$ cat src/rtl/lf_add64_seq.sv
// lf_add64_seq: 64-bit add/subtract computed over four beats on one shared
// 16-bit parallel-prefix (g,p) slice, least significant chunk first.
// Operands are captured at accept time.
// The result register is updated only when the last beat completes, so
// partial sums are never visible on sum.
module lf_add64_seq #(
   parameter int SUB_EN = 1
) (
   input  logic        clk,
   input  logic        rst,
   input  logic        in_valid,
   output logic        in_ready,
   input  logic [63:0] a,
   input  logic [63:0] b,
   input  logic        cin,
   input  logic        sub,
   output logic        out_valid,
   input  logic        out_ready,
   output logic [63:0] sum,
   output logic        cout,
   output logic        ovf
);

   typedef enum logic [1:0] {
      IDLE = 2'd0,
      CALC = 2'd1,
      DONE = 2'd2
   } state_t;

   state_t      state_r;
   state_t      state_s;
   logic [1:0]  beat_r;
   logic        carry_r;
   logic [63:0] a_r;
   logic [63:0] b_r;
   logic [47:0] acc_r;
   logic [63:0] sum_r;
   logic        cout_r;
   logic        ovf_r;

   logic        sub_eff_s;
   logic        accept_s;
   logic        in_ready_s;
   logic        out_valid_s;
   logic [15:0] a_chunk_s;
   logic [15:0] b_chunk_s;
   logic [17:0] slice_s;

   // 16-bit Kogge-Stone slice. The carry-in is folded into the bit-0
   // generate term so every prefix output is a true carry.
   // Returns {carry out of bit 15, carry into bit 15, 16-bit sum}.
   function automatic logic [17:0] slice_add(input logic [15:0] x,
                                             input logic [15:0] y,
                                             input logic        ci);
      logic [15:0] g;
      logic [15:0] p;
      logic [15:0] gg;
      logic [15:0] pp;
      logic [15:0] gn;
      logic [15:0] pn;
      logic [16:0] c;
      int          d;
      g     = x & y;
      p     = x ^ y;
      gg    = g;
      gg[0] = g[0] | (p[0] & ci);
      pp    = p;
      for (int lvl = 0; lvl < 4; lvl++) begin
         d  = 32'sd1 << lvl;
         gn = gg;
         pn = pp;
         for (int i = 0; i < 16; i++) begin
            gn[i] = (i >= d) ? (gg[i] | (pp[i] & gg[i-d])) : gg[i];
            pn[i] = (i >= d) ? (pp[i] & pp[i-d]) : pp[i];
         end
         gg = gn;
         pp = pn;
      end
      c[0]    = ci;
      c[16:1] = gg;
      return {c[16], c[15], p ^ c[15:0]};
   endfunction

   assign sub_eff_s = (SUB_EN != 0) ? sub : 1'b0;
   assign accept_s  = in_valid & in_ready_s;
   assign in_ready  = in_ready_s;
   assign out_valid = out_valid_s;
   assign sum       = sum_r;
   assign cout      = cout_r;
   assign ovf       = ovf_r;

   // State register: asynchronous reset forces IDLE.
   always_ff @(posedge clk or posedge rst) begin
      if (rst) begin
         state_r <= IDLE;
      end else begin
         state_r <= state_s;
      end
   end

   // Next-state logic: an accept in DONE chains straight into CALC.
   always_comb begin
      state_s = state_r;
      case (state_r)
         IDLE: begin
            if (accept_s) begin
               state_s = CALC;
            end else begin
               state_s = IDLE;
            end
         end
         CALC: begin
            if (beat_r == 2'd3) begin
               state_s = DONE;
            end else begin
               state_s = CALC;
            end
         end
         DONE: begin
            if (accept_s) begin
               state_s = CALC;
            end else if (out_ready) begin
               state_s = IDLE;
            end else begin
               state_s = DONE;
            end
         end
         default: state_s = IDLE;
      endcase
   end

   // Handshake outputs decoded from the state register.
   // in_ready is held low while reset is applied.
   always_comb begin
      in_ready_s  = 1'b0;
      out_valid_s = 1'b0;
      case (state_r)
         IDLE: begin
            in_ready_s = ~rst;
         end
         CALC: begin
            in_ready_s = 1'b0;
         end
         DONE: begin
            out_valid_s = 1'b1;
            in_ready_s  = out_ready & ~rst;
         end
         default: begin
            in_ready_s  = 1'b0;
            out_valid_s = 1'b0;
         end
      endcase
   end

   // Chunk selection feeding the shared slice.
   always_comb begin
      a_chunk_s = 16'd0;
      b_chunk_s = 16'd0;
      case (beat_r)
         2'd0: begin
            a_chunk_s = a_r[15:0];
            b_chunk_s = b_r[15:0];
         end
         2'd1: begin
            a_chunk_s = a_r[31:16];
            b_chunk_s = b_r[31:16];
         end
         2'd2: begin
            a_chunk_s = a_r[47:32];
            b_chunk_s = b_r[47:32];
         end
         default: begin
            a_chunk_s = a_r[63:48];
            b_chunk_s = b_r[63:48];
         end
      endcase
   end

   assign slice_s = slice_add(a_chunk_s, b_chunk_s, carry_r);

   // Operand capture, per-beat accumulation and final result update.
   always_ff @(posedge clk or posedge rst) begin
      if (rst) begin
         beat_r  <= 2'd0;
         carry_r <= 1'b0;
         a_r     <= 64'd0;
         b_r     <= 64'd0;
         acc_r   <= 48'd0;
         sum_r   <= 64'd0;
         cout_r  <= 1'b0;
         ovf_r   <= 1'b0;
      end else if (accept_s) begin
         a_r     <= a;
         b_r     <= sub_eff_s ? ~b : b;
         carry_r <= sub_eff_s ? 1'b1 : cin;
         beat_r  <= 2'd0;
      end else if (state_r == CALC) begin
         carry_r <= slice_s[17];
         beat_r  <= beat_r + 2'd1;
         case (beat_r)
            2'd0: acc_r[15:0]  <= slice_s[15:0];
            2'd1: acc_r[31:16] <= slice_s[15:0];
            2'd2: acc_r[47:32] <= slice_s[15:0];
            default: begin
               sum_r  <= {slice_s[15:0], acc_r};
               cout_r <= slice_s[17];
               ovf_r  <= slice_s[17] ^ slice_s[16];
            end
         endcase
      end
   end

endmodule

$ cat config.mk
export PLATFORM = sky130hd
export DESIGN_NAME = lf_add64_seq
export DESIGN_NICKNAME = d
export VERILOG_FILES = /design/src/rtl/lf_add64_seq.sv
export SDC_FILE = /design/constraint.sdc
export NUM_CORES = 1
export LEC_CHECK = 0
export ABC_AREA = 1
export BUFFER_PORTS_ARGS = -buffer_cell sky130_fd_sc_hd__buf_2
export CAP_MARGIN = 20
export CORE_MARGIN = 8
export CORE_UTILIZATION = 56
export DETAILED_ROUTE_END_ITERATION = 10
export GPL_TIMING_DRIVEN = 1
export PLACE_DENSITY = 0.8
export RECOVER_POWER = 50
export SLEW_MARGIN = 20
export SYNTH_ARGS = -nofsm -noshare
export SYNTH_HDL_FRONTEND = slang
export SYNTH_SLANG_ARGS = --single-unit
export TNS_END_PERCENT = 10
$ cat constraint.sdc
create_clock -name clk -period 10.35 [get_ports clk]
set_input_delay 2.07 -clock clk [delete_from_list [all_inputs] [get_ports clk]]
set_output_delay 2.07 -clock clk [all_outputs]
set_load 0.05 [all_outputs]
; Word level (Yosys, flattened, before mapping)
; Index checks and enable logic that the tools add are counted.
; Widths: inputs -> output; s select.
[classes]
add_sub_neg = 1
eq_ne = 5
n_mux = 15
bitwise_logic = 144
n_reduce_logical = 8
[ops]
columns = cell, n
row1 = $pmux 16 s3, 2
row2 = $and 1x1->1, 86
row3 = $mux 64, 1
row4 = $not 64->64, 1
row5 = $or 1x1->1, 50
row6 = $xor 16x16->16, 2
row7 = $and 16x16->16, 1
row8 = $reduce_and 3->1, 4
row9 = $mux 2, 5
row10 = $eq 2x2->1 const B, 3
row11 = $pmux 2 s3, 1
row12 = $mux 1, 5
row13 = $eq 2x1->1 const B, 2
row14 = $logic_not 2->1, 2
row15 = $not 1->1, 3
row16 = $reduce_or 3->1, 1
row17 = $add 2x1->2 const B, 1
row18 = $pmux 1 s2, 1
row19 = $reduce_bool 2->1, 1
row20 = $xor 1x1->1, 1
[word_totals]
ff_bits = 247
input_bits = 134

; Logic depth before layout (Yosys ltp)
; Gate-level depths: netlist of run 1.
[depth]
word_depth = 15
mapped_depth = 20
ltp_nobuf = 18

; Worst setup path before layout of run 1
; No wires, ideal clock.
[synth_path]
path_type = input to output
start = input port rst
end = output port in_ready
arrival_ps = 2576
slack_ps = 5704
cell_stages = 1
cell_sequence = nor3_4
[synth_via]
elab_chain_len = 3
[synth_rtl]
columns = element, line_no
row1 = "start, declared", 10  ; input logic rst,
row2 = $not 1->1 (*), "139, 146"
row3 = $and 1x1->1, 146  ; in_ready_s = out_ready & ~rst;
row4 = $pmux 1 s2 (*), 137  ; case (state_r)
row5 = "end, declared", 12  ; output logic in_ready,
; Every way passes the cells marked *; elsewhere a longest branch is shown, timed or not.

; Worst setup path in the final report of run 1
[layout_path]
start = input port out_ready
end = register beat_r[1]
[layout_via]
elab_chain_len = 4
elab_cells_between_ends = 5
classes_between = 2 x mux / 2 x bitwise / 1 x reduce/logical
[layout_rtl]
columns = element, line_no
row1 = "start, declared", 18  ; input logic out_ready,
row2 = $and 1x1->1 (*), 146
row3 = $pmux 1 s2 (*), 137
row4 = $and 1x1->1 (*), 85  ; assign accept_s = in_valid & in_ready_s;
row5 = $mux 2 or $reduce_bool 2->1 (tied branches), n/a
row6 = "end signal, assigned", 199  ; beat_r <= beat_r + 2'd1;
row7 = "end, declared", 32  ; logic [1:0] beat_r;
; Marks and branches as above.
; A chain may end at the register's enable or synchronous reset.

==> results.sh, run 1 <==
export IMPL_status="finished, violations left"
export IMPL_failed_checks="max-capacitance violations, max-slew violations"
export IMPL_grt_pass1_vias=9559
export IMPL_hpwlAfterDp_mm=20.8
export IMPL_grt_usage=0.228
export IMPL_grt_max_degree=137
export IMPL_clk_latency_ns=0.52
export IMPL_tns_ns=0
export IMPL_drive_above_1_share=0.161
export IMPL_cp_required_ns=10.77
export IMPL_place_area_um2=12600
export IMPL_r2r_end="beat_r[1]"
export IMPL_worstHoldStart="sum[46]"
export IMPL_relSlewSlack=-2.08
export IMPL_synth_distinct_cells=35
export IMPL_gp_congestion=0.919
export IMPL_rows=52
export IMPL_cap_violations=4
export IMPL_die_w_um=160
export IMPL_path_cells="clkbuf_1, nor2_1, nor3_4, nand2_1, clkbuf_1, nand2_1, o21ai_0"
export IMPL_die_area_um2=25600
export IMPL_p_leak_nw=6.91
export IMPL_htree_levels=1
export IMPL_grt_antenna_before_repair=0
export IMPL_yosysSeqAreaShare=0.533
export IMPL_powerDensity_nw_per_um2=394
export IMPL_clockBufferDepth=3
export IMPL_max_stage_delay_ns=3.27
export IMPL_cp_end_kind="flop"
export IMPL_grt_pass1_wl_mm=48.1
export IMPL_diodes=0
export IMPL_worst_slew_pin_slew_ns=4.62
export IMPL_n_fill_cell=1704
export IMPL_setup_viol=0
export IMPL_hold_violations=0
export IMPL_yosysWarnings=0
export IMPL_fin_worst_skew_ns=0.0173
export IMPL_hold_worst_slack_ns=0.468
export IMPL_drt_iter0_drc=770
export IMPL_first_pass_iters=8
export IMPL_fin_crit_ns=6.60
export IMPL_drc=0
export IMPL_cts_root_buf="clkbuf_16"
export IMPL_crit_buf_inv=2
export IMPL_timing_final_crit_share=0.637
export IMPL_avgSynthCellArea_um2=8.51
export IMPL_ir_drop_mv=0.176
export IMPL_critical_path_slowest_cell="clkbuf_1"
export IMPL_core_area_um2=20300
export IMPL_die_height_um=160
export IMPL_postSynth_asyncResetShare=1.00
export IMPL_cp_max_fo=136
export IMPL_synth_edff_count=0
export IMPL_criticalPathCategory="in2reg"
export IMPL_regArea_um2=6180
export IMPL_hold_class="reg2reg"
export IMPL_rsz0062_at_grt="false"
export IMPL_synthCells=1363
export IMPL_ys_flop_type="dfrtp_1"
export IMPL_detail_route_antenna_nets=0
export IMPL_multi_input_area_um2=4580
export IMPL_post_drt_wl_per_cell_um=16.2
export IMPL_whs_endpoint="sum[46]"
export IMPL_utilization=0.658
export IMPL_grt_overflow_total=0
export IMPL_cts_sinks=247
export IMPL_ios=202
export IMPL_cts_setup_buffers=0
export IMPL_vias_per_cell=5.30
export IMPL_cts_hold_buffers=0
export IMPL_syn_nets=1518
export IMPL_cts_tree="built"
export IMPL_drv_slew=367
export IMPL_clock_fmax_ghz=0.152
export IMPL_reg2reg_depth=7
export IMPL_vias=9601
export IMPL_drt_total_wl_mm=29.4
export IMPL_synth_seq_cells=247
export IMPL_design_area_um2=13400
export IMPL_cp_top_family="buffers and inverters"
export IMPL_cts_buffers=24
export IMPL_start_kind="input pin"
export IMPL_fin_nets=1681
export IMPL_initial_core_util=0.571
export IMPL_path_clk_slew_ns=0.06
export IMPL_r2r_start="state_r[1]"
export IMPL_syn_area_um2=11600
export IMPL_syn2layout_area_growth_pct=15.2
export IMPL_critical_path_arrival_ns=7.02
export IMPL_cts_resized=0
export IMPL_numPortBuffers=201
export IMPL_ff2ff_setup_slack_ns=5.03
export IMPL_hold_depth=2
==> cell type report <==
cell class / count / share of cell area
inverters: 110 / 0.0311
well taps: 270 / 0.0253
repair buffers: 208 / 0.0784
multi-input cells: 935 / 0.343
clock buffers: 37 / 0.0555
clock inverters: 5 / 0.00393
flip-flops and latches: 247 / 0.463
==> flip-flops by register name (all words and copies together), names as in the netlist <==
| name | count |
|---|---|
| acc_r | 48 |
| ovf | 1 |
| sum | 64 |
| a_r | 64 |
| b_r | 64 |
| beat_r | 2 |
| cout | 1 |
| carry_r | 1 |
| state_r | 2 |
==> cell usage after synthesis (all sizes together), types with 5 or more instances <==
cell,instances,area share
dfrtp,247,0.53
a211oi,10,0.0065
clkbuf,19,0.0062
inv,110,0.036
o22ai,18,0.0097
xnor2,68,0.051
nor3,5,0.0031
nor2,30,0.012
nand3,41,0.018
nand2,508,0.17
buf,52,0.029
a21oi,43,0.019
a31oi,14,0.0076
o21ai,162,0.070
ha,19,0.021
==> worst min-delay path, cell delays in order (launching register included) <==
cell and delay, ns:
dfrtp_1 0.33, nand2_1 0.06, nand2_1 0.05
==> routing by layer <==
metal  routed length (um)  GRT usage  vias up
li1                     -          -     4655
met1                12500      0.304     4511
met3                 2110     0.0473       74
met4                  932     0.0820        0
met5                    0          0        -
met2                13800      0.366      361
==> kinds of logic after synthesis <==
family	after synthesis	synth area share
simple gates	590	0.202
flops	247	0.533
compound gates	254	0.117
xor+xnor	70	0.0529
fa+ha+maj	21	0.0240
buf+inv	181	0.0709
==> power breakdown <==
part | switching (mW) | internal (mW)
combinational | 1.95 | 0.789
clock | 0.358 | 0.515
sequential | 0.222 | 1.42
total | 2.53 | 2.73
==> stage by stage <==
| step | setup slack (ns) | total power, mW | std cells |
|---|---|---|---|
| after floorplan | 1.49 | 3.61 | 1363 |
| after global placement | 5.55 | 4.28 | 1770 |
| after detailed placement | 5.54 | 4.36 | 1770 |
| after CTS | 5.54 | 5.26 | 1812 |
| after global routing | 3.06 | 5.67 | 1812 |
| final | 3.75 | 5.26 | 1812 |
==> cells in the final DEF (no fill, tap or decap), drive strengths merged, types with 2 or more instances in the layout <==
cell type  synthesis  final
a31oi             14     14
clkbuf            19     50
nor2              30     30
nor3               5      5
clkinvlp           0      3
xnor2             68     68
o21bai             2      2
buf               52    195
dfrtp            247    247
o22ai             18     18
a211oi            10     10
a22o               2      2
a21oi             43     43
nand2            508    508
inv              110    108
nand3             41     41
o21ai            162    162
nand3b             3      3
clkinv             0      3
ha                19     19
xor2               2      2
fa                 2      2
==> worst max-delay path by stage <==
stage | startpoint | end | cells past startpoint
CTS | rst | in_ready | 3
detailed placement | rst | in_ready | 3
finish | out_ready | beat_r[1] | 7
global placement | rst | in_ready | 3
global route | out_ready | carry_r | 7
floorplan | rst | a_r[0] | 1
Note: power is estimated with default switching activity, not from simulation.
==> run 2: changes to the inputs <==
CORE_UTILIZATION = 51   (was 56)
PLACE_DENSITY = 0.77   (was 0.8)
clock period = 5.6 ns   (was 10.35 ns; I/O delays follow)
==> run 2 against run 1 <==
Net effect:
- the run still ends with max-capacitance violations, max-slew violations left
- global-route usage shrank 1.7 points
- flip-flop and latch count did not move
- routed wire length is 1.6% higher
- core utilization fell by 6.3 points
- non-clock buffer count increased by 2
- final area is 0.24% higher
- final cell count increased by 1.0%
- register-to-register slack worse by 3.3 ns
- critical endpoint is now acc_r[12]
- largest power group unchanged
==> results.sh, run 2 (synthesized netlist as in run 1, its figures left out) <==
export IMPL_r2r_end="acc_r[12]"
export IMPL_met1_usage=0.286
export IMPL_post_drt_wl_per_cell_um=16.3
export IMPL_grt_pass1_vias=9325
export IMPL_fin_worst_skew_ns=0.0129
export IMPL_cp_max_fo=18
export IMPL_hpwlAfterDp_mm=21.8
export IMPL_diodes=0
export IMPL_drv_slew=277
export IMPL_whs_endpoint="sum[19]"
export IMPL_first_pass_iters=7
export IMPL_final_cell_mix="nand2_1, dfrtp_1, buf_2, o21ai_0, inv_1"
export IMPL_gp_congestion=0.941
export IMPL_hold_depth=2
export IMPL_failed_checks="max-capacitance violations, max-slew violations"
export IMPL_timing_final_ws_setup_ns=1.78
export IMPL_grt_overflow_total=0
export IMPL_vias_per_cell=5.20
export IMPL_die_height_um=167
export IMPL_tns_ns=0
export IMPL_drive_above_1_share=0.160
export IMPL_syn2layout_area_growth_pct=15.5
export IMPL_cts_resized=0
export IMPL_drt_total_wl_mm=29.9
export IMPL_cts_hold_buffers=0
export IMPL_r2r_start="beat_r[0]"
export IMPL_cp_end_kind="flop"
export IMPL_setup_viol=0
export IMPL_clock_fmax_ghz=0.262
export IMPL_fin_crit_ns=3.82
export IMPL_vias=9520
export IMPL_cts_buffers=25
export IMPL_cts_tree="built"
export IMPL_relSlewSlack=-0.452
export IMPL_n_fill_cell=1984
export IMPL_clk_latency_ns=0.52
export IMPL_grt_pass1_wl_mm=48.2
export IMPL_cts_sinks=247
export IMPL_cp_common_cell="nand2_1"
export IMPL_use_met2=0.340
export IMPL_mostFrequentLayoutCell="nand2_1"
export IMPL_detail_route_antenna_nets=0
export IMPL_initial_core_util=0.515
export IMPL_hold_class="reg2reg"
export IMPL_path_cells="inv_1, ha_1, inv_2, o21ai_0, o22ai_1, fa_1, fa_1, inv_1, nand2_1, nand2_1, nand3_1, nand2_1, nand2_1, nand2_1, nand2_1, nand3_1, o21ai_0"
export IMPL_critical_path_arrival_ns=4.19
export IMPL_cts_root_buf="clkbuf_16"
export IMPL_status="finished, violations left"
export IMPL_worstHoldStart="sum[19]"
export IMPL_criticalPathCategory="reg2reg"
export IMPL_max_stage_delay_ns=0.65
export IMPL_grt_max_degree=140
export IMPL_ir_drop_mv=0.350
export IMPL_die_area_um2=27800
export IMPL_reg2reg_depth=17
export IMPL_drc=0
export IMPL_start_kind="flop"
export IMPL_core_area_um2=22500
export IMPL_pre_cts_slack_ns=1.82
export IMPL_numPortBuffers=201
export IMPL_path_clk_slew_ns=0.06
export IMPL_ios=202
export IMPL_powerDensity_nw_per_um2=725
export IMPL_utilization=0.595
export IMPL_cp_required_ns=5.97
export IMPL_crit_buf_inv=3
export IMPL_grt_usage=0.212
export IMPL_ff2ff_setup_slack_ns=1.78
export IMPL_p_leak_nw=6.93
export IMPL_rsz0062_at_grt="false"
export IMPL_use_met3=0.0338
export IMPL_cp_top_family="adder cells"
export IMPL_clockBufferDepth=3
export IMPL_htree_levels=1
export IMPL_hold_violations=0
export IMPL_drt_iter0_drc=988
export IMPL_die_w_um=167
export IMPL_globalRoute_busiestLayer="met2"
export IMPL_cts_setup_buffers=0
export IMPL_fin_nets=1684
export IMPL_rows=55
export IMPL_timing_final_crit_share=0.683
export IMPL_cap_violations=4
export IMPL_worst_slew_pin_slew_ns=2.18
export IMPL_grt_antenna_before_repair=0
export IMPL_critical_path_slowest_cell="ha_1"
run 2: cell types whose count changed in the layout (fill, tap and decap cells not counted), moves of 2 or more:
cell	previous run	this run
buf_4	4	7
clkbuf_8	7	3
clkbuf_1	18	21
buf_6	2	0
bufinv_16	1	3
clkbuf_2	0	2
run 2: worst max path at each step:
stage                     startpoint         to  slack, ns  depth (start not counted)
final                      beat_r[0]  acc_r[12]       1.78                         17
after global routing       out_ready  beat_r[0]       1.43                          7
after CTS                  beat_r[0]  acc_r[12]       1.79                         17
after detailed placement   beat_r[0]  acc_r[44]       1.82                         17
after global placement     beat_r[0]  acc_r[44]       1.94                         16
after floorplan                  rst     a_r[0]       1.23                          1
run 2: where the power goes:
part / total, mW / leakage [nW] / internal [mW] / switching, mW
combinational: 4.98 / 3.43 / 1.44 / 3.54
clock: 1.66 / 0.398 / 0.999 / 0.665
sequential: 3.06 / 3.11 / 2.62 / 0.436
total: 9.71 / 6.93 / 5.07 / 4.64
run 2: worst min-delay path, cell delays in order, from the launching register on:
cell,delay (ns)
dfrtp_1,0.34
nand2_1,0.05
nand2_1,0.05
run 2: per-stage QoR:
stage          cells  power (mW)  area [um2]  hold slack (ns)
6_report        1831        9.71       13400            0.467
5_1_grt         1831        10.5       13400            0.487
4_1_cts         1831        9.74       13400            0.470
3_5_place_dp    1787        8.03       12600            0.455
3_3_place_gp    1787        7.90       12600            0.449
2_1_floorplan   1363        6.68       11600            0.449
run 2: layout make-up:
type                       instances  area, um2  share of cell area
tap                              285        357              0.0266
multi-input combinational        935       4570               0.341
sequential                       247       6180               0.462
timing repair buffer             210       1050              0.0787
clock buffer                      37        701              0.0523
inverter                         110        417              0.0311
clock inverter                     7        110             0.00822
run 2: layer usage:
metal  vias to the layer above  share of wire  wire length, um
li1                       4670              -                -
met1                      4429           0.44            13200
met2                       353           0.46            13800
met3                        68          0.062             1860
met4                         0          0.034             1010
met5                         -              0                0
